<file path="src/rtl/fw_scan_chain_ctrl_if.sv">
// -----------------------------------------------------------------------------
// fw_scan_chain_ctrl_if
// Bundles the control/status word interface and the serial scan pins of one
// firmware scan-chain slot.
//   master : firmware / bench side. Drives the configuration and the start
//            pulse, and returns the DUT's serial response on fw_scan_out.
//   slave  : fw_scan_chain_ctrl. Drives the status, the captured word and the
//            bxclk / scan_in / scan_load pins.
// Optional macro FW_SCAN_LOOPBACK_EN adds cfg_loopback (master -> slave).
// -----------------------------------------------------------------------------
interface fw_scan_chain_ctrl_if #(
  parameter int SCAN_LEN   = 768,
  parameter int HALF_PER_W = 8
);
  logic                  cfg_start;
  logic [HALF_PER_W-1:0] cfg_half_period;
  logic [SCAN_LEN-1:0]   scan_data_in;
  logic [SCAN_LEN-1:0]   scan_data_out;
  logic                  busy;
  logic                  done;
  logic                  fw_bxclk;
  logic                  fw_scan_in;
  logic                  fw_scan_load;
  logic                  fw_scan_out;
`ifdef FW_SCAN_LOOPBACK_EN
  logic                  cfg_loopback;

  modport master (
    output cfg_start, cfg_half_period, scan_data_in, fw_scan_out, cfg_loopback,
    input  scan_data_out, busy, done, fw_bxclk, fw_scan_in, fw_scan_load
  );
  modport slave (
    input  cfg_start, cfg_half_period, scan_data_in, fw_scan_out, cfg_loopback,
    output scan_data_out, busy, done, fw_bxclk, fw_scan_in, fw_scan_load
  );
`else
  modport master (
    output cfg_start, cfg_half_period, scan_data_in, fw_scan_out,
    input  scan_data_out, busy, done, fw_bxclk, fw_scan_in, fw_scan_load
  );
  modport slave (
    input  cfg_start, cfg_half_period, scan_data_in, fw_scan_out,
    output scan_data_out, busy, done, fw_bxclk, fw_scan_in, fw_scan_load
  );
`endif
endinterface

</file>
<file path="src/rtl/fw_scan_chain_ctrl.sv">
// -----------------------------------------------------------------------------
// fw_scan_chain_ctrl
// Firmware-side scan-chain sequencer. On a start pulse it latches the half
// period H and the word to send, pulses fw_scan_load for one bxclk period,
// then shifts SCAN_LEN bits out on fw_scan_in (MSB first, changed on bxclk
// falling ticks) while capturing fw_scan_out on rising ticks. The captured
// word is published on scan_data_out together with a one-cycle done pulse.
//
// Ports
//   fw_pl_clk1 : clock, all logic on the rising edge
//   fw_rst_n   : asynchronous active-low reset
//   bus        : fw_scan_chain_ctrl_if.slave (cfg_start, cfg_half_period,
//                scan_data_in, scan_data_out, busy, done, fw_bxclk,
//                fw_scan_in, fw_scan_load, fw_scan_out[, cfg_loopback])
//
// Optional macro FW_SCAN_LOOPBACK_EN: adds cfg_loopback; when set, the
// rising-tick capture samples our own fw_scan_in instead of fw_scan_out.
// -----------------------------------------------------------------------------
module fw_scan_chain_ctrl #(
  parameter int SCAN_LEN   = 768,
  parameter int HALF_PER_W = 8
) (
  input  logic                  fw_pl_clk1,
  input  logic                  fw_rst_n,
  fw_scan_chain_ctrl_if.slave   bus
);

  localparam int CNT_W = $clog2(SCAN_LEN + 1);
  localparam logic [CNT_W-1:0]      BIT_ONE  = CNT_W'(1);
  localparam logic [CNT_W-1:0]      BIT_LAST = CNT_W'(SCAN_LEN - 1);
  localparam logic [HALF_PER_W-1:0] DIV_ONE  = HALF_PER_W'(1);

  typedef enum logic [1:0] {IDLE, LOAD, SHIFT, DONE} state_e;

  state_e                state_q,    state_d;
  logic [HALF_PER_W-1:0] div_cnt_q,  div_cnt_d;
  logic [HALF_PER_W-1:0] half_q,     half_d;
  logic [CNT_W-1:0]      bit_cnt_q,  bit_cnt_d;
  logic [SCAN_LEN-1:0]   tx_q,       tx_d;
  logic [SCAN_LEN-1:0]   rx_q,       rx_d;
  logic [SCAN_LEN-1:0]   data_out_q, data_out_d;
  logic                  bxclk_q,    bxclk_d;
  logic                  scan_in_q,  scan_in_d;
  logic                  load_q,     load_d;
  logic                  busy_q,     busy_d;
  logic                  done_q,     done_d;

  logic tick;
  logic sample;

  // Divider terminal count; half_q is never 0 outside IDLE, so H-1 cannot wrap
  // while the counter is running.
  assign tick = (div_cnt_q == (half_q - DIV_ONE));

`ifdef FW_SCAN_LOOPBACK_EN
  assign sample = bus.cfg_loopback ? scan_in_q : bus.fw_scan_out;
`else
  assign sample = bus.fw_scan_out;
`endif

  // NOTE: every _d gets a default at the top of the block, so no path through
  // the case statement can leave a signal unassigned and infer a latch.
  always_comb begin
    state_d    = state_q;
    div_cnt_d  = div_cnt_q;
    half_d     = half_q;
    bit_cnt_d  = bit_cnt_q;
    tx_d       = tx_q;
    rx_d       = rx_q;
    data_out_d = data_out_q;
    bxclk_d    = bxclk_q;
    scan_in_d  = scan_in_q;
    load_d     = load_q;
    busy_d     = busy_q;
    done_d     = 1'b0;

    if (state_q != IDLE) begin
      div_cnt_d = tick ? '0 : (div_cnt_q + DIV_ONE);
    end

    case (state_q)
      IDLE: begin
        bxclk_d   = 1'b0;
        load_d    = 1'b0;
        scan_in_d = 1'b0;
        if (bus.cfg_start) begin
          half_d    = (bus.cfg_half_period == '0) ? DIV_ONE : bus.cfg_half_period;
          tx_d      = bus.scan_data_in;
          div_cnt_d = '0;
          bit_cnt_d = '0;
          load_d    = 1'b1;
          busy_d    = 1'b1;
          state_d   = LOAD;
        end
      end

      // One full bxclk period with the load strobe high; the first data bit is
      // presented on the falling tick that ends it.
      LOAD: begin
        if (tick) begin
          bxclk_d = ~bxclk_q;
          if (bxclk_q) begin
            load_d    = 1'b0;
            scan_in_d = tx_q[SCAN_LEN-1];
            state_d   = SHIFT;
          end
        end
      end

      // Rising tick (bxclk currently low): capture. Falling tick: advance.
      SHIFT: begin
        if (tick) begin
          bxclk_d = ~bxclk_q;
          if (!bxclk_q) begin
            rx_d = {rx_q[SCAN_LEN-2:0], sample};
          end else begin
            tx_d      = {tx_q[SCAN_LEN-2:0], 1'b0};
            scan_in_d = tx_q[SCAN_LEN-2];
            bit_cnt_d = bit_cnt_q + BIT_ONE;
            if (bit_cnt_q == BIT_LAST) begin
              data_out_d = rx_q;
              done_d     = 1'b1;
              state_d    = DONE;
            end
          end
        end
      end

      DONE: begin
        scan_in_d = 1'b0;
        busy_d    = 1'b0;
        state_d   = IDLE;
      end

      default: state_d = IDLE;
    endcase
  end

  // NOTE: state registers use non-blocking assignments so every flop samples
  // the pre-edge value of its _d input regardless of statement order.
  // NOTE: the wide shift and capture registers are reset too; scan_data_out
  // must read 0 after any reset, including one that aborts a run.
  always_ff @(posedge fw_pl_clk1 or negedge fw_rst_n) begin
    if (!fw_rst_n) begin
      state_q    <= IDLE;
      div_cnt_q  <= '0;
      half_q     <= '0;
      bit_cnt_q  <= '0;
      tx_q       <= '0;
      rx_q       <= '0;
      data_out_q <= '0;
      bxclk_q    <= 1'b0;
      scan_in_q  <= 1'b0;
      load_q     <= 1'b0;
      busy_q     <= 1'b0;
      done_q     <= 1'b0;
    end else begin
      state_q    <= state_d;
      div_cnt_q  <= div_cnt_d;
      half_q     <= half_d;
      bit_cnt_q  <= bit_cnt_d;
      tx_q       <= tx_d;
      rx_q       <= rx_d;
      data_out_q <= data_out_d;
      bxclk_q    <= bxclk_d;
      scan_in_q  <= scan_in_d;
      load_q     <= load_d;
      busy_q     <= busy_d;
      done_q     <= done_d;
    end
  end

  assign bus.scan_data_out = data_out_q;
  assign bus.busy          = busy_q;
  assign bus.done          = done_q;
  assign bus.fw_bxclk      = bxclk_q;
  assign bus.fw_scan_in    = scan_in_q;
  assign bus.fw_scan_load  = load_q;

endmodule
</file>
<file path="src/flat_wrapper.sv">
// flat-port wrapper written by rule: the top's interface ports become plain ports
module fw_scan_chain_ctrl_flat 
#(
  parameter int SCAN_LEN   = 768,
  parameter int HALF_PER_W = 8
)
  (fw_pl_clk1, fw_rst_n, bus_cfg_start, bus_cfg_half_period, bus_scan_data_in, bus_fw_scan_out, bus_scan_data_out, bus_busy, bus_done, bus_fw_bxclk, bus_fw_scan_in, bus_fw_scan_load);
  fw_scan_chain_ctrl_if #(.SCAN_LEN(SCAN_LEN), .HALF_PER_W(HALF_PER_W)) bus_i ();
  input  logic fw_pl_clk1;
  input  logic fw_rst_n;
  input wire logic [$bits(bus_i.cfg_start)-1:0] bus_cfg_start;
  input wire logic [$bits(bus_i.cfg_half_period)-1:0] bus_cfg_half_period;
  input wire logic [$bits(bus_i.scan_data_in)-1:0] bus_scan_data_in;
  input wire logic [$bits(bus_i.fw_scan_out)-1:0] bus_fw_scan_out;
  output wire logic [$bits(bus_i.scan_data_out)-1:0] bus_scan_data_out;
  output wire logic [$bits(bus_i.busy)-1:0] bus_busy;
  output wire logic [$bits(bus_i.done)-1:0] bus_done;
  output wire logic [$bits(bus_i.fw_bxclk)-1:0] bus_fw_bxclk;
  output wire logic [$bits(bus_i.fw_scan_in)-1:0] bus_fw_scan_in;
  output wire logic [$bits(bus_i.fw_scan_load)-1:0] bus_fw_scan_load;
  assign bus_i.cfg_start = bus_cfg_start;
  assign bus_i.cfg_half_period = bus_cfg_half_period;
  assign bus_i.scan_data_in = bus_scan_data_in;
  assign bus_i.fw_scan_out = bus_fw_scan_out;
  assign bus_scan_data_out = bus_i.scan_data_out;
  assign bus_busy = bus_i.busy;
  assign bus_done = bus_i.done;
  assign bus_fw_bxclk = bus_i.fw_bxclk;
  assign bus_fw_scan_in = bus_i.fw_scan_in;
  assign bus_fw_scan_load = bus_i.fw_scan_load;
  fw_scan_chain_ctrl #(.SCAN_LEN(SCAN_LEN), .HALF_PER_W(HALF_PER_W)) u_core (.fw_pl_clk1(fw_pl_clk1), .fw_rst_n(fw_rst_n), .bus(bus_i));
endmodule
</file>
<file path="config.mk">
export PLATFORM = sky130hd
export DESIGN_NAME = fw_scan_chain_ctrl_flat
export DESIGN_NICKNAME = d
export VERILOG_FILES = /design/src/rtl/fw_scan_chain_ctrl_if.sv /design/src/rtl/fw_scan_chain_ctrl.sv /design/src/flat_wrapper.sv
export SDC_FILE = /design/constraint.sdc
export NUM_CORES = 2
export LEC_CHECK = 0
export CAP_MARGIN = 20
export CORE_AREA = 2 2 606 608
export DETAILED_ROUTE_END_ITERATION = 8
export DIE_AREA = 0 0 608 610
export PLACE_DENSITY = 0.46
export SKIP_CTS_REPAIR_TIMING = 1
export SYNTH_ARGS = -nofsm -noshare
export SYNTH_HDL_FRONTEND = slang
export SYNTH_SLANG_ARGS = --single-unit
</file>
<file path="constraint.sdc">
create_clock -name fw_pl_clk1 -period 4.3 [get_ports fw_pl_clk1]
set_input_delay 0.86 -clock fw_pl_clk1 [delete_from_list [all_inputs] [get_ports fw_pl_clk1]]
set_output_delay 0.86 -clock fw_pl_clk1 [all_outputs]
set_load 0.02 [all_outputs]
</file>
==> reports/qor.txt <==
==========================================================================================
Outcome                                                                       finished clean
Leading area contributor after synthesis                                      sky130_fd_sc_hd__dfrtp_1
Final routed wire length divided by cell count                                     23.6 um
Critical path startpoint                                                      u_core.half_q[0]$_DFFE_PN0P_
Number of iterations in the first detailed-routing pass                                  4
Ranking of synthesized cells by area                                          sky130_fd_sc_hd__dfrtp_1 61%, sky130_fd_sc_hd__mux2_2 21%, sky130_fd_sc_hd__mux2_1 15%
Global-route usage over all layers                                                   0.158
Final HPWL DP                                                                    223000 um
Worst min path class                                                            reg -> reg
Power density over cell area                                                   551 mW/mm^2
IO buf count                                                                          1552
Type of the worst setup path                                                    reg -> reg
Share of layout cells above drive strength 1                                         0.308
Number of DRC markers after the initial detailed-route iteration                      2250
Setup slack, reg-to-reg                                                            0.36 ns
Max VDD drop                                                                      0.544 mV
Number of fillers in the final layout                                                35100
Largest buffer count on any clock path                                                   4
Leakage power summed over all cells                                                57.5 nW
R2R Path End                                                                  u_core.bus.scan_data_out[447]$_DFFE_PN0P_
Count of distinct cell types in the synthesized netlist                                 52
CTS tree                                                                               yes
Io pins                                                                               1553
Post-synthesis average cell area                                                16.3 sq um
Sinks on Clock Net                                                                    2337
Total wirelength of the detailed-routed design                                   299000 um
Type of element launching the critical path                                       register
Wire length of the first global-routing pass                                     436000 um
Buffer type at the clock tree root                                            sky130_fd_sc_hd__clkbuf_16
Crit path DAT                                                                      4.68 ns
Highest clock frequency the design can meet                                        254 MHz
Setup_tns                                                                             0 ns
Maximum clock skew at final layout                                               0.0448 ns
CP required                                                                        5.04 ns
Initial Utilization                                                                  0.264
Critical path destination                                                     u_core.bus.scan_data_out[447]$_DFFE_PN0P_
Setup violators final                                                                    0
Number of nets produced by synthesis                                                  6714
Number of global-route vias before repair                                            60400
Die Area                                                                       0.371 sq mm
Primary flip-flop cell chosen by synthesis mapping                            sky130_fd_sc_hd__dfrtp_1
Die outline height                                                                  610 um
Share of the core filled with cells in the final layout                              0.351
Area of the placeable core                                                     0.364 sq mm
Number of endpoints with negative hold slack in the final report                         0
Rel. slew slack                                                                      0.222
RD Place Congestion                                                                  0.793
Global route overflow                                                                    0
Count of max-cap constraint violations                                                   0
Startpoint of the lowest-slack register-to-register path                      u_core.half_q[0]$_DFFE_PN0P_
Most numerous cell types in the synthesized netlist                           2337 x sky130_fd_sc_hd__dfrtp_1, 1791 x sky130_fd_sc_hd__mux2_2, 1288 x sky130_fd_sc_hd__mux2_1
Final Power                                                                       0.0703 W
H-tree levels                                                                            5
Cell with the most instances after synthesis                                  sky130_fd_sc_hd__dfrtp_1
Share of the yosys chip area belonging to registers                                  0.607
Final non-filler cell area                                                     0.128 sq mm
Antenna violations before repair                                                       178
Gate count after technology mapping                                                   5927
Net count of the finished layout                                                      8370
Critical Path End Type                                                            register
Share of the clock period used by the worst path                                     0.916
Setup repair after global routing missed its margin                                  false
Number of flops mapped to enable cells by yosys                                          0
Vias after detailed routing                                                          55600
Die W                                                                               608 um
Post-place instance area                                                       0.118 sq mm
Synth Register Bits                                                                   2337
CP Max Fanout                                                                           34
Clock edge transition at the registers on the reported setup and hold paths        0.06 ns
Synthesis-to-finish area growth                                                      32.6%
Std-Cell Rows                                                                          222
Clock Latency Late Sink                                                            0.89 ns
Post-route ant nets                                                                      0
Largest net degree at the start of global routing                                      170
Number of buffers inserted during clock tree synthesis                                 282
FFs w/ async S/R, synth                                                               1.00
Slew at the pin closest to its max-slew limit                                      1.17 ns
Crit path setup slack, layout                                                     0.362 ns
Post-detailed-route DRC marker count                                                     0
Yosys warnings                                                                           0
Via density                                                                           4.39
Fraction of post-synthesis cell area in the top cell type by area                    0.607
Count of final max-slew check failures                                                   0
Combined area of all synthesized cells                                        0.0964 sq mm
Min Tclk post-route                                                                3.94 ns
Placement Setup Slack                                                             0.351 ns
Number of cells on the worst reg-to-reg path                                            11
==========================================================================================
metrics by stage:
step / instances / hold slack [ns]
global route: 12600 / 0.488
floorplan: 5927 / 0.444
global placement: 12100 / 0.461
detailed placement: 12100 / 0.468
CTS: 12600 / -0.113
finish: 12700 / 0.476
how the worst min path moves through the flow:
stage,startpoint,end,depth (start not counted)
4_1_cts,fw_rst_n,u_core.rx_q[510]$_DFFE_PN0P_,1
3_5_place_dp,u_core.tx_q[196]$_DFFE_PN0P_,u_core.tx_q[196]$_DFFE_PN0P_,1
6_report,u_core.tx_q[657]$_DFFE_PN0P_,u_core.tx_q[657]$_DFFE_PN0P_,1
3_3_place_gp,u_core.tx_q[164]$_DFFE_PN0P_,u_core.tx_q[164]$_DFFE_PN0P_,1
5_1_grt,u_core.tx_q[198]$_DFFE_PN0P_,u_core.tx_q[198]$_DFFE_PN0P_,1
2_1_floorplan,u_core.tx_q[0]$_DFFE_PN0P_,u_core.tx_q[0]$_DFFE_PN0P_,1
sequential cells by signal (all words and copies together), names as in the netlist:
name / flops
u_core.rx_q: 768
u_core.bus.fw_bxclk: 1
u_core.tx_q: 768
u_core.bus.done: 1
u_core.bus.fw_scan_load: 1
u_core.half_q: 8
u_core.state_q: 2
u_core.bus.scan_data_out: 768
u_core.div_cnt_q: 8
u_core.bit_cnt_q: 10
u_core.bus.busy: 1
u_core.bus.fw_scan_in: 1
power by group:
part / total [W] / switching [W] / internal, W
clock: 0.0244 / 0.00983 / 0.0145
combinational: 0.0179 / 0.00762 / 0.0103
sequential: 0.0281 / 0.00198 / 0.0261
total: 0.0703 / 0.0194 / 0.0509
layout by cell type (no fill, tap or decap), drive strengths merged, types with 5 or more instances in the layout:
| master | instances |
|---|---|
| mux2 | 3079 |
| dfrtp | 2337 |
| clkdlybuf4s50 | 1551 |
| clkbuf | 425 |
| buf | 171 |
| diode | 55 |
| clkinv | 35 |
| inv | 22 |
| nor2 | 19 |
| bufinv | 16 |
| nand2 | 13 |
| a21oi | 12 |
| nor3 | 11 |
| nand3 | 10 |
| xnor2 | 10 |
| nor2b | 7 |
| ha | 7 |
| o211ai | 5 |
kinds of logic (layout without fill, tap and decap cells):
logic type                 Yosys count  after routing  synth area share
muxes                             3081           3081             0.360
AOI/OAI and AO/OA                   42             42           0.00317
buffers and inverters              357           2223            0.0227
and+or+nand+nor                     89             89           0.00505
DFF                               2337           2337             0.607
other                                0             55                 0
xor gates and xnor gates            14             14           0.00127
adders and majority gates            7              7          0.000909
cell type report:
cell class	count	area (sq um)	area share
flip-flops and latches	2337	58500	0.458
clock buffers	425	8400	0.0658
multi-input cells	3233	35700	0.280
inverters	6	22.5	0.000176
repair buffers	1723	17900	0.140
diodes	55	138	0.00108
clock inverters	69	1020	0.00798
well taps	4816	6030	0.0472
worst max-delay path, cell delays in order (launching register included):
cell and delay (ns):
sky130_fd_sc_hd__dfrtp_1 0.42, sky130_fd_sc_hd__inv_1 0.11, sky130_fd_sc_hd__ha_1 0.22, sky130_fd_sc_hd__or3b_1 0.41, sky130_fd_sc_hd__or4_1 0.49, sky130_fd_sc_hd__a211oi_2 0.33, sky130_fd_sc_hd__o2111ai_2 0.28, sky130_fd_sc_hd__nor3_4 0.34
sky130_fd_sc_hd__buf_12 0.24, sky130_fd_sc_hd__buf_12 0.27, sky130_fd_sc_hd__buf_12 0.24, sky130_fd_sc_hd__mux2_1 0.34
per-layer routing:
layer	GRT usage	share of wire	up-vias
met2	0.281	0.51	1333
met1	0.180	0.39	28800
met5	0	0.0029	-
li1	-	-	24700
met4	0.0514	0.032	136
met3	0.0484	0.065	608
(Power assumes the default switching activity.)
